`config.mk`:
```
export PLATFORM = sky130hd
export DESIGN_NAME = seq_detect_param
export DESIGN_NICKNAME = d
export VERILOG_FILES = /design/src/rtl/seq_detect_pkg.sv /design/src/rtl/seq_match_cnt.sv /design/src/rtl/seq_detect_param.sv
export SDC_FILE = /design/constraint.sdc
export NUM_CORES = 1
export LEC_CHECK = 0
export CAP_MARGIN = 20
export CORE_MARGIN = 10
export CORE_UTILIZATION = 40
export DETAILED_ROUTE_END_ITERATION = 7
export GPL_TIMING_DRIVEN = 0
export REMOVE_ABC_BUFFERS = 1
export SLEW_MARGIN = 20
export SYNTH_ARGS = -nofsm -noshare
export SYNTH_HDL_FRONTEND = slang
export SYNTH_SLANG_ARGS = --single-unit
export TNS_END_PERCENT = 50
```
`constraint.sdc`:
```
create_clock -name clk -period 2.3 [get_ports clk]
set_input_delay 0.23 -clock clk [delete_from_list [all_inputs] [get_ports clk]]
set_output_delay 0.23 -clock clk [all_outputs]
set_load 0.05 [all_outputs]
```
`src/rtl/seq_detect_pkg.sv`:
```
// rtl/seq_detect_pkg.sv - shared defaults and pattern-length helpers for seq_detect_param
package seq_detect_pkg;

  localparam int                   SD_PAT_W   = 8;
  localparam logic [SD_PAT_W-1:0]  SD_DEF_PAT = 8'b0000_1110;
  localparam int                   SD_DEF_LEN = 4;
  localparam int                   SD_CNT_W   = 16;
  // Widest mask the helper can build; PAT_W must not exceed this.
  localparam int                   SD_MASK_W  = 64;

  function automatic int clamp_len(input int len, input int max_len);
    if (len > max_len) return max_len;
    if (len < 0) return 0;
    return len;
  endfunction

  function automatic logic [SD_MASK_W-1:0] pat_mask(input int len);
    logic [SD_MASK_W-1:0] m;
    m = '0;
    for (int i = 0; i < SD_MASK_W; i++) begin
      if (i < len) m[i] = 1'b1;
    end
    return m;
  endfunction

endpackage

```
`src/rtl/seq_match_cnt.sv`:
```
// rtl/seq_match_cnt.sv - saturating match counter with synchronous clear
module seq_match_cnt #(
  parameter int CNT_W = 16
) (
  input  logic             clk,
  input  logic             rst,
  input  logic             clr,
  input  logic             inc,
  output logic [CNT_W-1:0] cnt
);

  always_ff @(posedge clk or negedge rst) begin
    if (!rst) begin
      cnt <= '0;
    end else if (clr) begin
      cnt <= '0;
    end else if (inc && (cnt != '1)) begin
      cnt <= cnt + CNT_W'(1);
    end
  end

endmodule

```
`src/rtl/seq_detect_param.sv`:
```
// rtl/seq_detect_param.sv - programmable serial pattern detector, Mealy match flag
// Optional match counter port enabled by SEQ_DETECT_MATCH_CNT_EN.
module seq_detect_param
  import seq_detect_pkg::*;
#(
  parameter int               PAT_W   = SD_PAT_W,
  parameter logic [PAT_W-1:0] DEF_PAT = PAT_W'(SD_DEF_PAT),
  parameter int               DEF_LEN = SD_DEF_LEN,
  parameter int               CNT_W   = SD_CNT_W
) (
  input  logic                       clk,
  input  logic                       rst,
  input  logic                       ip,
  input  logic                       ip_valid,
  input  logic                       cfg_load,
  input  logic [PAT_W-1:0]           cfg_pattern,
  input  logic [$clog2(PAT_W+1)-1:0] cfg_len,
  input  logic                       cfg_overlap,
`ifdef SEQ_DETECT_MATCH_CNT_EN
  output logic [CNT_W-1:0]           match_cnt,
`endif
  output logic                       seq_detect
);

  localparam int LEN_W = $clog2(PAT_W+1);

  logic [PAT_W-1:0] pattern_q;
  logic [PAT_W-1:0] hist_q;
  logic [LEN_W-1:0] len_q;
  logic [LEN_W-1:0] fill_q;
  logic             overlap_q;

  logic [PAT_W-1:0] mask;
  logic [PAT_W-1:0] window;
  logic [LEN_W:0]   fill_next_ext;
  logic             match_hit;

  // window is the history as it would look once ip is shifted in; the
  // newest bit sits at [0], matching pattern bit order.
  always_comb begin
    mask          = PAT_W'(pat_mask(int'(len_q)));
    window        = {hist_q[PAT_W-2:0], ip};
    fill_next_ext = {1'b0, fill_q} + (LEN_W+1)'(1);
    match_hit     = (len_q != '0) &&
                    (fill_next_ext >= {1'b0, len_q}) &&
                    ((window & mask) == (pattern_q & mask));
    seq_detect    = rst && ip_valid && match_hit;
  end

  always_ff @(posedge clk or negedge rst) begin
    if (!rst) begin
      pattern_q <= DEF_PAT;
      len_q     <= LEN_W'(clamp_len(DEF_LEN, PAT_W));
      overlap_q <= 1'b1;
      hist_q    <= '0;
      fill_q    <= '0;
    end else if (cfg_load) begin
      pattern_q <= cfg_pattern;
      len_q     <= LEN_W'(clamp_len(int'(cfg_len), PAT_W));
      overlap_q <= cfg_overlap;
      hist_q    <= '0;
      fill_q    <= '0;
    end else if (ip_valid) begin
      hist_q <= window;
      // Non-overlapping mode: bits of a completed match may not start another.
      if (seq_detect && !overlap_q) begin
        fill_q <= '0;
      end else if (fill_q != LEN_W'(PAT_W)) begin
        fill_q <= fill_q + LEN_W'(1);
      end
    end
  end

  logic unused_hist_msb;
  assign unused_hist_msb = hist_q[PAT_W-1];

`ifdef SEQ_DETECT_MATCH_CNT_EN
  seq_match_cnt #(
    .CNT_W (CNT_W)
  ) u_match_cnt (
    .clk (clk),
    .rst (rst),
    .clr (cfg_load),
    .inc (seq_detect),
    .cnt (match_cnt)
  );
`else
  logic unused_cnt_w;
  assign unused_cnt_w = (CNT_W > 0);
`endif

endmodule

```
### Word-level counts from Yosys, hierarchy flattened

Cells that the tools add are included.

* latch bits: 0
* bits in writable memories: 0
* bits of input ports: 18
* ROM bits: 0
* memories: 0
* word-level logic and storage cells: 49
* flip-flop bits (word level): 24
* output and inout bits: 1

* multiplexer cells: 18
* add/sub/neg operators: 2
* multipliers: 0
* bitwise logic cells: 2
* $lt $le $gt $ge: 10
* shifts and indexed selects: 0
* reduce and logical (&&, ||, !) cells: 10
* divide/modulo/power cells: 0
* equal/unequal tests: 2

Operator list (count)
* 4-bit 2-to-1 mux: 6
* 8-bit bitwise AND: 2
* 3-bit by 4-bit < comparator with 1-bit output (first input constant): 4
* 7-bit 2-to-1 mux: 2
* 1-bit 2-to-1 mux: 10
* 8-bit equality test: 1
* 1-bit by 4-bit < comparator with 1-bit output (first input constant): 2
* 2-bit by 4-bit < comparator with 1-bit output (first input constant): 2
* 4-bit by 1-bit adder with 5-bit output (second input constant): 1
* 5-bit by 4-bit greater-or-equal comparator with 1-bit output: 1
* 1-bit logical AND: 5
* 4-bit by 1-bit adder with 4-bit output (second input constant): 1
* 4-bit > comparator (second input constant): 1
* 4-bit != test (second input constant): 1
* 4-bit nonzero test: 1
* 3-bit nonzero test: 1
* 2-bit AND reduction: 1
* 2-bit nonzero test: 1
* 1-bit logical NOT: 1

### Longest topological paths before layout

Gate-level depths: netlist of the first run.

* word-level depth: 10
* depth in mapped cells: 8
* gate-level depth less buffers: 7

### Least setup slack after synthesis of the first run

Ideal clock, no wire load.

* kind: flip-flop to output port
* start point: reg fill_q[0]
* end point: out seq_detect
* path buffers: 0
* stages on the path, launching flop included: 7
* data arrival time: 1.646 ns
* required time: 2.070 ns
* path slack: 0.424 ns
* path through: dfrtp_1 -> ha_1 -> xor2_1 -> ha_1 -> o21ai_0 -> o21ai_0 -> and3_2

* longest elaborated chain between the ends: 5

RTL lines
* from (decl): RTL line seq_detect_param.sv:30 `logic [LEN_W-1:0] fill_q;`
* from (signal assigned): RTL line seq_detect_param.sv:69 `fill_q <= fill_q + LEN_W'(1);`
* 4-bit by 1-bit adder with 5-bit output: RTL line seq_detect_param.sv:43 `fill_next_ext = {1'b0, fill_q} + (LEN_W+1)'(1);`
* 5-bit by 4-bit greater-or-equal comparator with 1-bit output: RTL line seq_detect_param.sv:45 `(fill_next_ext >= {1'b0, len_q}) &&`
* 1-bit logical AND: RTL line seq_detect_param.sv:44 `match_hit = (len_q != '0) &&`
* 1-bit logical AND: RTL line seq_detect_param.sv:45
* 1-bit logical AND: RTL line seq_detect_param.sv:47 `seq_detect = rst && ip_valid && match_hit;`
* to (decl): RTL line seq_detect_param.sv:22 `output logic seq_detect`

Every way passes these cells.

### Worst setup path in the final report of the first run

* start point: reg len_q[0]
* end point: out seq_detect

* longest elaborated chain between the ends: 6
* elaborated cells between the ends (all ways): 24
* classes of those cells: 9 x order compare; 1 x eq/ne; 8 x mux; 2 x bitwise; 4 x reduce/logical

RTL lines
* from (decl): RTL line seq_detect_param.sv:29 `logic [LEN_W-1:0] len_q;`
* from (signal assigned): RTL line seq_detect_param.sv:53 `len_q <= LEN_W'(clamp_len(DEF_LEN, PAT_W));`
* from (signal assigned): RTL line seq_detect_param.sv:59 `len_q <= LEN_W'(clamp_len(int'(cfg_len), PAT_W));`
* 1-bit by 4-bit < comparator with 1-bit output (tied with other cells): RTL line seq_detect_pkg.sv:21 `if (i < len) m[i] = 1'b1;`
* 1-bit 2-to-1 mux: RTL line seq_detect_pkg.sv:21
* 8-bit bitwise AND: RTL line seq_detect_param.sv:46 `((window & mask) == (pattern_q & mask));`
* 8-bit equality test: RTL line seq_detect_param.sv:46
* 1-bit logical AND *: RTL line seq_detect_param.sv:45
* 1-bit logical AND *: RTL line seq_detect_param.sv:47

Every way passes the cells marked *; elsewhere a longest branch is shown, timed or not.

==> results of run 1 <==
[synthesized netlist by cell type (2+ instances only)]
cell type	count	share of area [%]
and2_1	2	0.96
nand3_1	2	0.77
a21oi_1	2	0.77
ha_1	6	5.8
inv_1	6	1.7
nand2_1	7	2.0
dfstp_2	5	10
a211oi_1	2	1.2
mux2i_1	8	6.2
o22ai_1	4	1.9
nor2_1	10	2.9
o21ai_0	6	2.3
clkbuf_1	4	1.2
dfrtp_1	19	37
mux2_2	9	7.8
xor2_1	5	3.4
xnor2_1	7	4.7
a31oi_1	2	0.96
[what timing repair did]
item | 4_1_cts | 5_1_grt
pin swaps | 0 | 3
buffers inserted | 6 | 0
gates resized for setup | 16 | 4
hold buffers | 0 | 0
endpoints found under the setup margin | 2 | 1
[logic make-up after synthesis]
| group | share of synthesized area, % |
|---|---|
| mux | 14.0 |
| compound gates | 8.76 |
| simple gates | 13.5 |
| fa+ha+maj | 5.77 |
| flops | 46.7 |
| buf+inv | 3.27 |
| xor+xnor | 8.08 |
[power by group through the flow]
stage               sequential [mW]  combinational (mW)  clock [mW]
global placement              0.492               0.156           0
finish                        0.482               0.193       0.187
global route                  0.487               0.217       0.223
detailed placement            0.494               0.161           0
CTS                           0.483               0.185       0.197
floorplan                     0.485              0.0944           0
[sequential cells by signal (all words and copies together) (netlist names)]
signal,cells
len_q,4
overlap_q,1
pattern_q,8
hist_q,7
fill_q,4
[worst reg2reg max path: cells and delay by family, from the launching register on]
| family | cells | cell delay (ns) |
|---|---|---|
| simple gates | 4 | 1.15 |
| flops | 1 | 0.45 |
| compound gates | 1 | 0.14 |
[worst max path at each step]
stage | start | endpoint | depth (start not counted) | slack [ns]
2_1_floorplan | fill_q[0] | seq_detect | 6 | 0.43
3_3_place_gp | rst | seq_detect | 5 | -1.06
3_5_place_dp | rst | seq_detect | 5 | -1.08
5_1_grt | fill_q[0] | seq_detect | 7 | -0.11
6_report | len_q[0] | seq_detect | 5 | 0.02
4_1_cts | len_q[0] | seq_detect | 5 | 0.01
[routing by layer]
metal	track usage, %	share of wire [%]
met1	11.1	46
met2	16.4	50
met3	3.15	3.7
met4	1.09	0.35
met5	0	0
[cell type report]
| type | count | area (um^2) |
|---|---|---|
| Sequential cell | 24 | 611 |
| Clock buffer | 4 | 26.3 |
| Inverter | 6 | 22.5 |
| Fill cell | 280 | 1450 |
| Multi-Input combinational cell | 84 | 681 |
| Tap cell | 44 | 55.1 |
| Timing Repair Buffer | 24 | 230 |
[per-stage QoR]
step                      TNS [ns]  utilization, %
after global placement       -2.29            49.2
after global routing        -0.110            52.8
after CTS                        0            52.0
after detailed placement     -2.41            49.2
after floorplan                  0               -
final                            0            52.8
==> impl_metrics.json, run 1 <==
{
  "antenna_left": 0,
  "cp_cell_sequence": "or4_4 > a22oi_2 > nor4b_4 > and3_4 > buf_8",
  "p_sw_share_pct": 26.7,
  "fin_crit_sh_pct": 99.2,
  "reg2reg_slack_ns": 0.43,
  "portBuffers": 18,
  "startpoint_type": "flop",
  "slew_violations": 0,
  "seqPwrFrac_pct": 55.9,
  "clockBufferDepth": 2,
  "gr-usage-all-layers_pct": 9.36,
  "clock-sinks": 24,
  "tightest_slew_ns": 1.01,
  "cap_violations": 0,
  "placed_area_um2": 1520,
  "start_util_pct": 42.2,
  "grt_first_pass_wirelength_um": 4730,
  "gp_congestion": 0.766,
  "synth_cells": 119,
  "slowest_stage": "or4_4",
  "ff2ff_path_depth": 5,
  "clock_latency_ns": 0.31,
  "core_area_um2": 3080,
  "grt_setup_unrepaired": "yes",
  "period_minus_slack_ns": 2.28,
  "die-area_um2": 5930,
  "n_antenna_cell": 0,
  "synth_cell_types": 31,
  "viasPerCell": 5.06,
  "antenna_found_initial": 0,
  "max_stage_delay_ns": 0.52,
  "r2r_end": "fill_q[3]",
  "placed_cells": 176,
  "outcome": "completed",
  "vias": 942,
  "hold_class": "input port to asynchronous set/reset pin",
  "hold_viol": 0,
  "syn_area_per_cell_um2": 10.9,
  "reg2reg_from": "len_q[0]",
  "synth_edf_count": 0,
  "finalWorstSetupSlack_ns": 0.0194,
  "worst-path-buf-inv": 1,
  "wirelength_um": 2600,
  "cts_buffers": 3,
  "grt_max_degree": 29,
  "setup_viol": 0,
  "ys.flop_type": "dfrtp_1",
  "ys_seq_elements": 24,
  "nets": 167,
  "finalPower_mw": 0.863,
  "cts_max_level": 1,
  "ios": 19,
  "rows": 20,
  "crit_fanout": 3,
  "relSlewSlack_pct": 32.6,
  "layout_common_cells": "dfrtp_1, clkdlybuf4s50_1, nor2_1",
  "grt-ovfl-total": 0,
  "dpl.hpwl_um": 1890,
  "peakVddDrop_uv": 303,
  "internal_power_mw": 0.633,
  "switchingPower_mw": 0.230,
  "synth-seq-area-share_pct": 46.7,
  "drt_iter0_markers": 32,
  "leakage_nw": 0.699,
  "clock.fmax_ghz": 0.438,
  "die_w_um": 77.0,
  "critPathTopFamily": "simple AND/OR/NAND/NOR gates",
  "fin_area_um2": 1630,
  "drive_gt1_share_pct": 24.6,
  "p_clk_share_pct": 21.7,
  "end_kind": "output pin",
  "critPathKind": "flop to output pin",
  "yosysWarnings": 0,
  "mostFrequentLayoutCell": "dfrtp_1",
  "path_clk_slew_ns": 0.13,
  "cts_tree": "yes",
  "drcViolationCount": 0,
  "syn_to_final_growth_pct": 25.0,
  "root_buffer": "clkbuf_4",
  "wl_per_cell_um": 14.0,
  "netlist_area_um2": 1300,
  "synthArstFlopShare_pct": 100,
  "pre_cts_ws_ns": -1.08,
  "drt-pass1-iter-count": 4,
  "grt_pass1_vias": 1037,
  "p_comb_share_pct": 22.4,
  "die_height_um": 77.0,
  "arrival_ns": 2.05,
  "layout.cells.non_filler": 186,
  "whs_ns": 0.00505,
  "powerDensity_nw_per_um2": 531,
  "crit_required_ns": 2.07,
  "clock_skew_ns": 0.00717
}
No activity file was read; power rests on OpenSTA's default activity.
==> inputs of run 2 (changes only) <==
- SLEW_MARGIN: 20 -> 30
==> impl_metrics.json, run 2 (synthesized netlist as in run 1, its figures left out) <==
{
  "rows": 20,
  "mostFrequentLayoutCell": "dfrtp_1",
  "path_clk_slew_ns": 0.13,
  "hold_start": "cfg_load",
  "vias": 949,
  "antenna_found_initial": 0,
  "tightest_slew_ns": 0.622,
  "cts_max_level": 1,
  "seqPwrFrac_pct": 55.2,
  "hold_viol": 0,
  "top_regs": "pattern_q (8), hist_q (7)",
  "wl_per_cell_um": 14.4,
  "layout_common_cells": "dfrtp_1, clkdlybuf4s50_1, nor2_1",
  "cts_buffers": 3,
  "fin_area_um2": 1640,
  "slew_violations": 0,
  "portBuffers": 18,
  "antenna_left": 0,
  "critPathLaunch": "len_q[0]",
  "gr-usage-all-layers_pct": 9.60,
  "r2r_end": "fill_q[3]",
  "p_comb_share_pct": 23.2,
  "crit_required_ns": 2.07,
  "internal_power_mw": 0.638,
  "peakVddDrop_uv": 309,
  "clock.fmax_ghz": 0.437,
  "die_w_um": 77.0,
  "grt_setup_unrepaired": "yes",
  "grt_max_degree": 29,
  "arrival_ns": 2.06,
  "gp_congestion": 0.766,
  "nets": 170,
  "period_minus_slack_ns": 2.29,
  "viasPerCell": 5.02,
  "crit_fanout": 3,
  "drive_gt1_share_pct": 26.2,
  "placed_area_um2": 1510,
  "core_area_um2": 3080,
  "n_antenna_cell": 0,
  "clock_skew_ns": 0.00741,
  "clock_latency_ns": 0.31,
  "cts_tree": "yes",
  "switchingPower_mw": 0.236,
  "start_util_pct": 42.2,
  "leakage_nw": 0.711,
  "ios": 19,
  "drcViolationCount": 0,
  "dpl.hpwl_um": 1880,
  "grt-ovfl-total": 0,
  "die_height_um": 77.0,
  "wirelength_um": 2730,
  "cap_violations": 0,
  "hold_class": "input port to flop",
  "holdPathStages": 2,
  "reg2reg_slack_ns": 0.37,
  "clockBufferDepth": 2,
  "critPathKind": "flop to output pin",
  "hold_end": "hist_q[4]",
  "die-area_um2": 5930,
  "final_util_pct": 53.2,
  "reg2reg_from": "fill_q[0]",
  "grt_first_pass_wirelength_um": 4800,
  "p_clk_share_pct": 21.6,
  "powerDensity_nw_per_um2": 534,
  "p_sw_share_pct": 27.0,
  "clock-sinks": 24,
  "end_kind": "output pin",
  "top_register": "pattern_q",
  "grt_pass1_vias": 1043,
  "ff2ff_path_depth": 8,
  "syn_to_final_growth_pct": 25.9,
  "setup_viol": 0,
  "relSlewSlack_pct": 58.5,
  "largest_register_ffs": 8,
  "drt-pass1-iter-count": 4,
  "root_buffer": "clkbuf_4",
  "drt_iter0_markers": 39,
  "startpoint_type": "flop",
  "fin_crit_sh_pct": 99.4,
  "outcome": "completed"
}
-- run 2: worst max-delay path by stage --
stage	slack (ns)	cells past startpoint	endpoint
finish	0.01	5	seq_detect
global route	-0.12	7	seq_detect
CTS	0.02	5	seq_detect
detailed placement	-0.63	5	seq_detect
global placement	-1.06	5	seq_detect
floorplan	0.43	6	seq_detect
-- run 2: worst max-delay path, cell delays in order (launching register included) --
cell	delay, ns
dfrtp_2	0.45
or4_4	0.52
a22oi_2	0.14
nor4b_4	0.25
and3_4	0.23
buf_8	0.14
-- run 2: repair_timing --
item | CTS | global route
hold buffers | 2 | 0
gates resized for setup | 14 | 4
pin swaps | 1 | 3
endpoints found under the setup margin | 1 | 1
endpoints found under the hold margin | 19 | 0
setup buffers | 6 | 1
-- run 2: final cells by class --
class,instances,area (um^2)
clock buffers,4,26.3
inverters,6,22.5
multi-input cells,84,681
fillers,281,1440
repair buffers,27,241
flip-flops and latches,24,611
well taps,44,55.1
-- run 2: power by group through the flow --
stage	Combinational, mW	Clock, mW	Sequential, mW
after global placement	0.156	0	0.492
after global routing	0.227	0.223	0.487
after detailed placement	0.160	0	0.494
after floorplan	0.0944	0	0.485
final	0.202	0.189	0.482
after CTS	0.189	0.197	0.483
-- run 2: through the flow --
stage	hold slack, ns	power, mW	cells	worst slack, ns	setup TNS [ns]
global route	0.378	0.938	189	-0.120	-0.120
floorplan	-0.0656	0.579	114	0.427	0
CTS	0.428	0.868	188	0.0174	0
finish	0.370	0.874	189	0.0138	0
global placement	0.515	0.648	176	-1.06	-2.29
detailed placement	0.245	0.654	176	-0.625	-0.625
-- run 2: layer usage --
layer	up-vias	GRT usage (%)	share of wire, %
li1	467	-	-
met1	467	11.3	48
met2	13	17.1	49
met3	2	3.03	3.0
met4	0	1.09	0.26
met5	-	0	0
